### src/rtl/snn_core.sv
// snn_core: AXI4-Lite register file in front of a small fully connected
// integrate-and-fire network fed by rate-coded LFSR spike generators.
// Ports:
//   S_AXI_ACLK / S_AXI_ARESET   clock, synchronous active-high reset
//   S_AXI_AW*/W*/B*             write address, data and response channels
//   S_AXI_AR*/R*                read address and data channels
// Map: 0x0 CTRL {gen_en,run,clear}, 0x4 SEL {layer,neuron,mode},
//      0x8 OUT_SPIKES, 0xC SPIKE_COUNT, 0x100+k rate / weight window.
module snn_core #(
   parameter int        C_S_AXI_ACLK_FREQ_HZ = 100000000,
   parameter int        C_S_AXI_DATA_WIDTH   = 32,
   parameter int        C_S_AXI_ADDR_WIDTH   = 16,
   parameter int signed THRESH               = 4,
   parameter int signed RESET                = 0,
   parameter int        REFRAC               = 0,
   parameter int        WEIGHT_SIZE          = 9,
   parameter int        NUM_INPUTS           = 9,
   parameter int        NUM_LAYERS           = 2,
   parameter int        NUM_HIDDEN_LAYER_NEURONS [NUM_LAYERS] = '{3, 2}
) (
   input  logic                            S_AXI_ACLK,
   input  logic                            S_AXI_ARESET,
   input  logic [C_S_AXI_ADDR_WIDTH-1:0]   S_AXI_AWADDR,
   input  logic                            S_AXI_AWVALID,
   output logic                            S_AXI_AWREADY,
   input  logic [C_S_AXI_DATA_WIDTH-1:0]   S_AXI_WDATA,
   input  logic [C_S_AXI_DATA_WIDTH/8-1:0] S_AXI_WSTRB,
   input  logic                            S_AXI_WVALID,
   output logic                            S_AXI_WREADY,
   output logic [1:0]                      S_AXI_BRESP,
   output logic                            S_AXI_BVALID,
   input  logic                            S_AXI_BREADY,
   input  logic [C_S_AXI_ADDR_WIDTH-1:0]   S_AXI_ARADDR,
   input  logic                            S_AXI_ARVALID,
   output logic                            S_AXI_ARREADY,
   output logic [C_S_AXI_DATA_WIDTH-1:0]   S_AXI_RDATA,
   output logic [1:0]                      S_AXI_RRESP,
   output logic                            S_AXI_RVALID,
   input  logic                            S_AXI_RREADY
);

   function automatic int max_width();
      int m = NUM_INPUTS;
      for (int l = 0; l < NUM_LAYERS; l++)
         if (NUM_HIDDEN_LAYER_NEURONS[l] > m) m = NUM_HIDDEN_LAYER_NEURONS[l];
      return m;
   endfunction

   function automatic int fan_in(int l);
      if (l == 0) return NUM_INPUTS;
      return NUM_HIDDEN_LAYER_NEURONS[l-1];
   endfunction

   localparam int AW   = C_S_AXI_ADDR_WIDTH;
   localparam int DW   = C_S_AXI_DATA_WIDTH;
   localparam int WS   = WEIGHT_SIZE;
   localparam int SW   = WEIGHT_SIZE + 8;
   localparam int LAST = NUM_LAYERS - 1;
   localparam int NOUT = NUM_HIDDEN_LAYER_NEURONS[LAST];
   localparam int MAXW = max_width();
   localparam int SMAX = (1 << (SW - 1)) - 1;
   localparam int SMIN = -(1 << (SW - 1));
   localparam logic signed [SW-1:0] THR_S = SW'(THRESH);
   localparam logic signed [SW-1:0] RST_V = SW'(RESET);
   localparam logic [AW-1:0] ADDR_CTRL = AW'('h0);
   localparam logic [AW-1:0] ADDR_SEL  = AW'('h4);
   localparam logic [AW-1:0] ADDR_OUT  = AW'('h8);
   localparam logic [AW-1:0] ADDR_CNT  = AW'('hC);
   localparam int unused_freq = C_S_AXI_ACLK_FREQ_HZ;

   logic                    awready_q, wready_q, bvalid_q, arready_q, rvalid_q;
   logic [DW-1:0]           rdata_q, rdata_d;
   logic [DW-1:0]           ctrl_q, sel_q;
   logic [31:0]             rate_q [NUM_INPUTS];
   logic [31:0]             lfsr_q [NUM_INPUTS];
   logic signed [WS-1:0]    w_q    [NUM_LAYERS][MAXW][MAXW];
   logic signed [SW-1:0]    v_q    [NUM_LAYERS][MAXW];
   logic [15:0]             ref_q  [NUM_LAYERS][MAXW];
   logic [MAXW-1:0]         spk_q  [NUM_LAYERS];
   logic [31:0]             cnt_q;
   logic [MAXW-1:0]         gen_spk;
   logic [MAXW-1:0]         lin    [NUM_LAYERS];
   logic signed [SW-1:0]    s_sat  [NUM_LAYERS][MAXW];
   logic [31:0]             pop;
   logic                    wr_fire, rd_fire, wr_win, rd_win;
   logic                    unused_bits;

   assign unused_bits = ^S_AXI_WSTRB;
   assign wr_fire = awready_q & S_AXI_AWVALID & wready_q & S_AXI_WVALID;
   assign rd_fire = arready_q & S_AXI_ARVALID;
   assign wr_win  = (S_AXI_AWADDR[AW-1:8] == (AW-8)'(1));
   assign rd_win  = (S_AXI_ARADDR[AW-1:8] == (AW-8)'(1));

   // ---------------- bus write side and configuration storage ----------------
   always_ff @(posedge S_AXI_ACLK) begin
      if (S_AXI_ARESET) begin
         awready_q <= 1'b0;
         wready_q  <= 1'b0;
         bvalid_q  <= 1'b0;
         ctrl_q    <= '0;
         sel_q     <= '0;
         for (int k = 0; k < NUM_INPUTS; k++) rate_q[k] <= '0;
         for (int l = 0; l < NUM_LAYERS; l++)
            for (int n = 0; n < MAXW; n++)
               for (int f = 0; f < MAXW; f++) w_q[l][n][f] <= '0;
      end else begin
         awready_q <= !awready_q && S_AXI_AWVALID && S_AXI_WVALID;
         wready_q  <= !wready_q && S_AXI_AWVALID && S_AXI_WVALID;
         if (wr_fire)           bvalid_q <= 1'b1;
         else if (S_AXI_BREADY) bvalid_q <= 1'b0;
         if (wr_fire) begin
            if (S_AXI_AWADDR == ADDR_CTRL) ctrl_q <= S_AXI_WDATA;
            if (S_AXI_AWADDR == ADDR_SEL)  sel_q  <= S_AXI_WDATA;
            if (wr_win && sel_q[7:0] == 8'd0)
               for (int k = 0; k < NUM_INPUTS; k++)
                  if (S_AXI_AWADDR[7:0] == 8'(k)) rate_q[k] <= S_AXI_WDATA[31:0];
            if (wr_win && sel_q[7:0] == 8'd1)
               for (int l = 0; l < NUM_LAYERS; l++)
                  for (int n = 0; n < MAXW; n++)
                     for (int f = 0; f < MAXW; f++)
                        if (n < NUM_HIDDEN_LAYER_NEURONS[l] && f < fan_in(l) &&
                            sel_q[31:28] == 4'(l) && sel_q[27:8] == 20'(n) &&
                            S_AXI_AWADDR[7:0] == 8'(f))
                           w_q[l][n][f] <= S_AXI_WDATA[WS-1:0];
         end
      end
   end

   // ---------------- bus read side ----------------
   always_comb begin
      rdata_d = '0;
      case (S_AXI_ARADDR)
         ADDR_CTRL: rdata_d = ctrl_q;
         ADDR_SEL:  rdata_d = sel_q;
         ADDR_OUT:  for (int j = 0; j < NOUT; j++) rdata_d[j] = spk_q[LAST][j];
         ADDR_CNT:  rdata_d = DW'(cnt_q);
         default: begin
            if (rd_win && sel_q[7:0] == 8'd0)
               for (int k = 0; k < NUM_INPUTS; k++)
                  if (S_AXI_ARADDR[7:0] == 8'(k)) rdata_d = DW'(rate_q[k]);
            if (rd_win && sel_q[7:0] == 8'd1)
               for (int l = 0; l < NUM_LAYERS; l++)
                  for (int n = 0; n < MAXW; n++)
                     for (int f = 0; f < MAXW; f++)
                        if (n < NUM_HIDDEN_LAYER_NEURONS[l] && f < fan_in(l) &&
                            sel_q[31:28] == 4'(l) && sel_q[27:8] == 20'(n) &&
                            S_AXI_ARADDR[7:0] == 8'(f))
                           rdata_d = {{(DW-WS){w_q[l][n][f][WS-1]}}, w_q[l][n][f]};
         end
      endcase
   end

   always_ff @(posedge S_AXI_ACLK) begin
      if (S_AXI_ARESET) begin
         arready_q <= 1'b0;
         rvalid_q  <= 1'b0;
         rdata_q   <= '0;
      end else begin
         arready_q <= S_AXI_ARVALID && !arready_q && !rvalid_q;
         if (rd_fire) begin
            rvalid_q <= 1'b1;
            rdata_q  <= rdata_d;
         end else if (S_AXI_RREADY) begin
            rvalid_q <= 1'b0;
         end
      end
   end

   // ---------------- spike generators ----------------
   // Fibonacci LFSR, polynomial x^32 + x^22 + x^2 + x + 1.
   always_ff @(posedge S_AXI_ACLK) begin
      if (S_AXI_ARESET) begin
         for (int k = 0; k < NUM_INPUTS; k++) lfsr_q[k] <= 32'(k + 1);
      end else if (ctrl_q[2]) begin
         for (int k = 0; k < NUM_INPUTS; k++)
            lfsr_q[k] <= {lfsr_q[k][30:0],
                          lfsr_q[k][31] ^ lfsr_q[k][21] ^ lfsr_q[k][1] ^ lfsr_q[k][0]};
      end
   end

   always_comb begin
      gen_spk = '0;
      for (int k = 0; k < NUM_INPUTS; k++)
         gen_spk[k] = ctrl_q[2] && (lfsr_q[k] < rate_q[k]);
   end

   // ---------------- neuron layers ----------------
   always_comb begin
      for (int l = 0; l < NUM_LAYERS; l++) lin[l] = '0;
      lin[0] = gen_spk;
      for (int l = 1; l < NUM_LAYERS; l++) lin[l] = spk_q[l-1];
   end

   // Integrate in 32 bits (cannot overflow here), then clamp to SW bits.
   always_comb begin
      int acc;
      acc = 0;
      for (int l = 0; l < NUM_LAYERS; l++)
         for (int n = 0; n < MAXW; n++) begin
            acc = int'(v_q[l][n]);
            for (int f = 0; f < MAXW; f++)
               if (f < fan_in(l) && lin[l][f]) acc = acc + int'(w_q[l][n][f]);
            if (acc > SMAX)      s_sat[l][n] = SW'(SMAX);
            else if (acc < SMIN) s_sat[l][n] = SW'(SMIN);
            else                 s_sat[l][n] = SW'(acc);
         end
   end

   always_ff @(posedge S_AXI_ACLK) begin
      if (S_AXI_ARESET || ctrl_q[0]) begin
         for (int l = 0; l < NUM_LAYERS; l++) begin
            spk_q[l] <= '0;
            for (int n = 0; n < MAXW; n++) begin
               v_q[l][n]   <= RST_V;
               ref_q[l][n] <= '0;
            end
         end
      end else if (ctrl_q[1]) begin
         for (int l = 0; l < NUM_LAYERS; l++)
            for (int n = 0; n < MAXW; n++)
               if (n < NUM_HIDDEN_LAYER_NEURONS[l]) begin
                  if (ref_q[l][n] != '0) begin
                     ref_q[l][n]    <= ref_q[l][n] - 16'd1;
                     v_q[l][n]      <= RST_V;
                     spk_q[l][n]    <= 1'b0;
                  end else if (s_sat[l][n] >= THR_S) begin
                     spk_q[l][n]    <= 1'b1;
                     v_q[l][n]      <= RST_V;
                     ref_q[l][n]    <= 16'(REFRAC);
                  end else begin
                     spk_q[l][n]    <= 1'b0;
                     v_q[l][n]      <= s_sat[l][n];
                  end
               end
      end else begin
         for (int l = 0; l < NUM_LAYERS; l++) spk_q[l] <= '0;
      end
   end

   always_comb begin
      pop = '0;
      for (int j = 0; j < MAXW; j++) pop = pop + 32'(spk_q[LAST][j]);
   end

   always_ff @(posedge S_AXI_ACLK) begin
      if (S_AXI_ARESET || ctrl_q[0]) cnt_q <= '0;
      else                           cnt_q <= cnt_q + pop;
   end

   assign S_AXI_AWREADY = awready_q;
   assign S_AXI_WREADY  = wready_q;
   assign S_AXI_BVALID  = bvalid_q;
   assign S_AXI_BRESP   = 2'b00;
   assign S_AXI_ARREADY = arready_q;
   assign S_AXI_RVALID  = rvalid_q;
   assign S_AXI_RDATA   = rdata_q;
   assign S_AXI_RRESP   = 2'b00;

endmodule

### config.mk
export PLATFORM = sky130hd
export DESIGN_NAME = snn_core
export DESIGN_NICKNAME = d
export VERILOG_FILES = /design/src/rtl/snn_core.sv
export SDC_FILE = /design/constraint.sdc
export NUM_CORES = 2
export LEC_CHECK = 0
export CAP_MARGIN = 15
export CORE_ASPECT_RATIO = 0.7
export CORE_UTILIZATION = 48
export DETAILED_ROUTE_END_ITERATION = 8
export PLACE_DENSITY = 0.59
export SETUP_SLACK_MARGIN = 0.2
export SKIP_LAST_GASP = 1
export SLEW_MARGIN = 20
export SYNTH_ARGS = -nofsm -noshare
export SYNTH_HDL_FRONTEND = slang
export SYNTH_SLANG_ARGS = --single-unit
### constraint.sdc
create_clock -name S_AXI_ACLK -period 50.1 [get_ports S_AXI_ACLK]
set_input_delay 10.02 -clock S_AXI_ACLK [delete_from_list [all_inputs] [get_ports S_AXI_ACLK]]
set_output_delay 10.02 -clock S_AXI_ACLK [all_outputs]
set_load 0.01 [all_outputs]
# After elaboration in Yosys (flattened, before gate mapping)
# Memories as Yosys holds them, arrays and structs flattened.
# Cells that the tools add are included.
# totals
regBits	133
ramBits	1266
output_inout_bits	41
word_cells	931
mem_count	6
# memory_table
name	words	word_bits	read_ports	rd_ports_with_merged_regs	write_ports	line_no	text
w_q	2	243	2	0	2	76	logic signed [WS-1:0] w_q [NUM_LAYERS][MAXW][MAXW];
lfsr_q	9	32	9	0	9	75	logic [31:0] lfsr_q [NUM_INPUTS];
rate_q	9	32	9	0	9	74	logic [31:0] rate_q [NUM_INPUTS];
v_q	2	51	2	0	2	77	logic signed [SW-1:0] v_q [NUM_LAYERS][MAXW];
ref_q	2	48	2	0	2	78	logic [15:0] ref_q [NUM_LAYERS][MAXW];
spk_q	2	3	2	0	2	79	logic [MAXW-1:0] spk_q [NUM_LAYERS];
# classes
n_addsub	47
n_lt_le_gt_ge	42
n_eq_ne	26
muxes	492
bitwise_logic	128
n_reduce_logical	181
# ops
operator	count
32-bit two-way mux	102
32-bit by 9-bit adder with 32-bit output	29
17-bit two-way mux	25
1-bit two-way mux	320
9-bit two-way mux	33
32-bit less-than comparator	9
4-bit by 32-bit less-than comparator with 1-bit output (first input constant)	8
32-bit by 17-bit > comparator with 1-bit output (second input constant)	5
32-bit by 17-bit less-than comparator with 1-bit output (second input constant)	5
16-bit two-way mux	10
1-bit logical AND	159
3-bit by 32-bit less-than comparator with 1-bit output (first input constant)	4
30-bit case mux with 4 select lines	1
1-bit OR	97
17-bit by 9-bit adder with 18-bit output	5
17-bit by 4-bit >= comparator with 1-bit output (second input constant)	5
16-bit nonzero test	5
16-bit by 1-bit subtractor with 16-bit output (second input constant)	5
8-bit by 3-bit equality test with 1-bit output (second input constant)	8
1-bit by 32-bit less-than comparator with 1-bit output (first input constant)	2
2-bit by 32-bit less-than comparator with 1-bit output (first input constant)	2
5-bit by 32-bit less-than comparator with 1-bit output (first input constant)	2
8-bit by 1-bit equality test with 1-bit output (second input constant)	5
16-bit by 3-bit equality test with 1-bit output (second input constant)	2
26 further kinds	68

# Longest topological paths before layout
# logic_depth
ltp_word	46
depth_mapped	92
ltp_nobuf	86

# Worst setup path before layout
# Ideal clock, no wire load.
# synth_timing
path_kind	register to register
start	memory lfsr_q[0][11]
end	memory ref_q[0][10] (netlist name) (data pin)
setup_ns	0.270
arrival_time_ns	17.608
t_required_ns	49.830
slack_ns	32.222
stages_incl_launch_ff	83
n_path_buf	5
period_less_slack_ns	17.878
path_cell_list	edfxtp_1 > ha_1 > a41oi_1 > o21ai_1 > a211o_1 > a311o_1 > a211oi_2 > buf_4 > buf_6 > buf_2 > buf_2 > mux2_2 > fa_1 > a211oi_1 > o21bai_1 > a21oi_1 > xnor2_1 > mux2_2 > (+47 left out) > o21a_1 > ha_1 > a21o_1 > a2111o_1 > nor3_1 > o21ai_1 > a211o_1 > a41o_1 > or3_1 > a32o_1 > a211o_1 > nor4_1 > nand4_1 > o41a_1 > a2111o_1 > a21boi_4 > buf_4 > nor3_1
# synth_rtl
element	line_no
start: declaration	75
end: declaration	78

==> flow_summary_export.csv <==
group,metric,value,unit
timing,finalSetupViolCount,0,
logic_synthesis,synthCells,13253,
hold_path,holdCritPathClass,"register to register",
logic_synthesis,synth_edf_count,1005,
detailed_routing,drc,0,
die,row_count,148,
die,die_y,407.6,um
finish,final_nets,14554,
logic_synthesis,synth_top_family_by_area,"compound AO/OA/AOI/OAI gates",
clocking,clock_sinks,1176,
logic_synthesis,synth_cell_types,105,
worst_setup_path,critPathArrivalTime,23340,ps
worst_setup_path,max_stage_delay,770,ps
place,io_buffers,107,
worst_setup_path,worstSetupStartpointType,"register",
timing,max_freq,0.04376,GHz
die,start_util,48.43,%
logic_synthesis,ys_seq_area_share,29.78,%
detailed_routing,wire_per_inst,28.84,um
finish,nFillCells,21579,
detailed_routing,wirelength,473.9,mm
worst_setup_path,path_class,"register to register",
worst_setup_path,path_common_cell,"ha_1",
worst_setup_path,path_delay_family,"compound AO/OA/AOI/OAI gates",
job,maxCapViolations,0,
logic_synthesis,yosysWarnings,0,
logic_synthesis,muxShareOfSynthArea,2.973,%
logic_synthesis,synth-compound-area-share,24.97,%
place,dpl_cell_area,118300,um2
finish,syn2layout_area_growth,8.245,%
grt,grt_pass1_vias,101225,
pwr,ir_worst_vdd,0.03246,mV
timing,skew,80.09,ps
worst_setup_path,crit_required,50590,ps
pwr,leakagePower,50.84,nW
logic_synthesis,synth_xor_area_share,6.092,%
logic_synthesis,syn_area,112800,um2
worst_setup_path,critical_path_buf_inv_count,4,
clocking,clkTransAtPathRegs,70,ps
logic_synthesis,syn_area_per_cell,8.514,um2
clocking,cts_resized,0,
clocking,holdBufCountCts,0,
timing,slew_headroom,7.016,%
pwr,powerDensity,20.98,nW/um2
finish,layout-drive-gt1-share,6.218,%
pwr,power,2.562,mW
grt,grt_start_max_net_pins,222,
clocking,cts-root-buf,"clkbuf_16",
detailed_routing,drtPass1Iterations,7,
finish,stdcell_area,122100,um2
logic_synthesis,synthSimpleGateAreaFrac,18.61,%
detailed_routing,viasPerCell,6.677,
timing,tns,0,ps
timing,max_slew.worst_pin.slew,1395,ps
clocking,clock_latency,810,ps
logic_synthesis,async_reset_ff_share,0,%
finish,final_cells,16433,
die,die_x,581.5,um
die,core_region_area,233000,um2
detailed_routing,drtIter0Drc,14689,
grt,grt.total_usage,38.47,%
worst_setup_path,cp_slowest_cell,"a2111oi_0",
detailed_routing,num_vias,109720,
clocking,clock_path_buffers,3,
timing,drv_slew,0,
clocking,cts_buffers,112,
place,gp_congestion,1.030,
place,dp_hpwl,364.8,mm
worst_setup_path,critical_path.endpoint_type,"register",
outcome,outcome,"complete, no violations",
die,die_area,237000,um2
place,place_inst,16209,
timing,timing.final.crit_share,45.61,%
timing,hold_viol,0,
timing,finalCriticalPeriod,22850,ps
clocking,cts_tree,"done",
grt,grt.overflow.total,0,
timing,rsz0062_at_grt,"false",
detailed_routing,ant_nets,0,
worst_setup_path,crit_fanout,46,
logic_synthesis,synth-main-ff-cell,"edfxtp_1",
grt,grt_antenna_before_repair,60,
logic_synthesis,synth_fa_ha_area_share,13.81,%
grt,grt_pass1_wl,680.7,mm
logic_synthesis,ys_ff_latch,1176,
clocking,htree_levels,3,
die,ios,116,
clocking,post_cts_buffers,0,
-- per-stage QoR --
step	setup slack (ps)	hold slack, ps	utilization [%]
4_1_cts	27860	459.1	52.35
3_3_place_gp	28110	441.6	50.75
5_1_grt	26360	474.8	52.42
3_5_place_dp	27950	449.6	50.77
2_1_floorplan	32220	436.8	-
6_report	27250	455.1	52.43
-- layout make-up --
cell class | instances | area (um2) | area share, %
Inverter | 639 | 2399 | 1.964
Clock inverter | 47 | 524.3 | 0.4293
Clock buffer | 161 | 3167 | 2.593
Tap cell | 3075 | 3847 | 3.150
Timing Repair Buffer | 361 | 3089 | 2.529
Sequential cell | 1176 | 33600 | 27.52
Multi-Input combinational cell | 10964 | 75480 | 61.80
Antenna cell | 10 | 25.02 | 0.02049
-- metal layers --
metal	GRT usage [%]	share of wire, %	wire [um]	up-vias
met1	56.94	44	208400	53066
met2	52.51	39	183500	6290
met3	13.07	15	68750	716
met5	0.6827	0.073	345	-
li1	-	-	-	49630
met4	9.753	2.7	12970	18
-- placed cells by master, fill, tap and decap left out, types with 79 or more instances in the layout --
cell type / netlist / routed
nor2_1: 1232 / 1208
ha_1: 1191 / 1191
nand2_1: 1191 / 1183
a21oi_1: 1075 / 1069
edfxtp_1: 1005 / 1005
o21ai_0: 785 / 785
inv_1: 636 / 636
xnor2_1: 467 / 467
and2_1: 447 / 438
a21o_1: 397 / 395
nor3_1: 364 / 356
xor2_1: 305 / 304
nand3_1: 268 / 268
o21a_1: 259 / 259
buf_4: 8 / 245
a211oi_1: 191 / 187
a31oi_1: 173 / 172
dfxtp_1: 171 / 169
nand2b_1: 165 / 165
mux2_2: 161 / 161
o22ai_1: 142 / 141
nor2b_1: 123 / 123
mux2i_1: 120 / 120
a22oi_1: 117 / 116
o211ai_1: 115 / 115
clkbuf_16: 0 / 112
or3_1: 108 / 107
o31ai_1: 109 / 105
nand4_1: 104 / 104
o21bai_1: 109 / 103
clkdlybuf4s50_1: 0 / 102
and3_1: 91 / 91
nor4_1: 90 / 87
a221oi_1: 80 / 79
-- worst paths after layout --
kind	from	endpoint	slack, ps	depth (start not counted)
max	rate_q[0][11]	ref_q[0][24]	27250	81
min	ctrl_q[21]	ctrl_q[21]	460	2
max reg2reg	rate_q[0][11]	ref_q[0][24]	27250	81
min reg2reg	ctrl_q[21]	ctrl_q[21]	460	2
-- kinds of logic (layout without fill, tap and decap cells) --
| logic type | Yosys count | in the layout |
|---|---|---|
| AND/OR/NAND/NOR | 4402 | 4402 |
| AO/OA/AOI/OAI | 4259 | 4259 |
| adder cells (fa/ha/maj) | 1225 | 1225 |
| flip-flops | 1176 | 1176 |
| buffers and inverters | 1116 | 1208 |
| XOR/XNOR | 777 | 777 |
| multiplexers | 297 | 297 |
| other | 1 | 14 |
-- where the power goes --
group | total, mW | internal (mW) | leakage, nW | switching [mW]
clock | 0.894 | 0.469 | 1.79 | 0.425
sequential | 1.13 | 1.09 | 11.5 | 0.0324
combinational | 0.543 | 0.209 | 37.6 | 0.334
-- cells in the mapped netlist (117+ instances only) --
| cell type | count | area (um2) |
|---|---|---|
| o22ai_1 | 142 | 888.4 |
| a21oi_1 | 1075 | 5380 |
| xnor2_1 | 467 | 4090 |
| mux2i_1 | 120 | 1201 |
| o21a_1 | 259 | 1944 |
| nand2b_1 | 165 | 1032 |
| nor3_1 | 364 | 1822 |
| nand3_1 | 268 | 1341 |
| dfxtp_1 | 171 | 3423 |
| xor2_1 | 305 | 2671 |
| a21o_1 | 397 | 2980 |
| nand2_1 | 1191 | 4471 |
| o21ai_0 | 785 | 3929 |
| mux2_2 | 161 | 1813 |
| a22oi_1 | 117 | 878.3 |
| clkbuf_1 | 368 | 1381 |
| a31oi_1 | 173 | 1082 |
| inv_1 | 636 | 2387 |
| nor2_1 | 1232 | 4624 |
| a211oi_1 | 191 | 1434 |
| and2_1 | 447 | 2796 |
| edfxtp_1 | 1005 | 30180 |
| ha_1 | 1191 | 14900 |
| nor2b_1 | 123 | 769.5 |
-- worst reg2reg max path, delay by kind of cell, from the launching register on --
family | cells | cell delay (ps)
compound gates | 42 | 12630
simple gates | 19 | 3690
fa+ha+maj | 9 | 3200
buf+inv | 4 | 1200
xor+xnor | 6 | 940
mux | 1 | 520
flops | 1 | 360
-- registers in the layout, indices dropped and copies added (netlist names), 80 cells and up --
| name | count |
|---|---|
| lfsr_q | 288 |
| v_q | 85 |
| rate_q | 288 |
| ref_q | 80 |
| w_q | 297 |
Power figures use the tool's default switching activity.
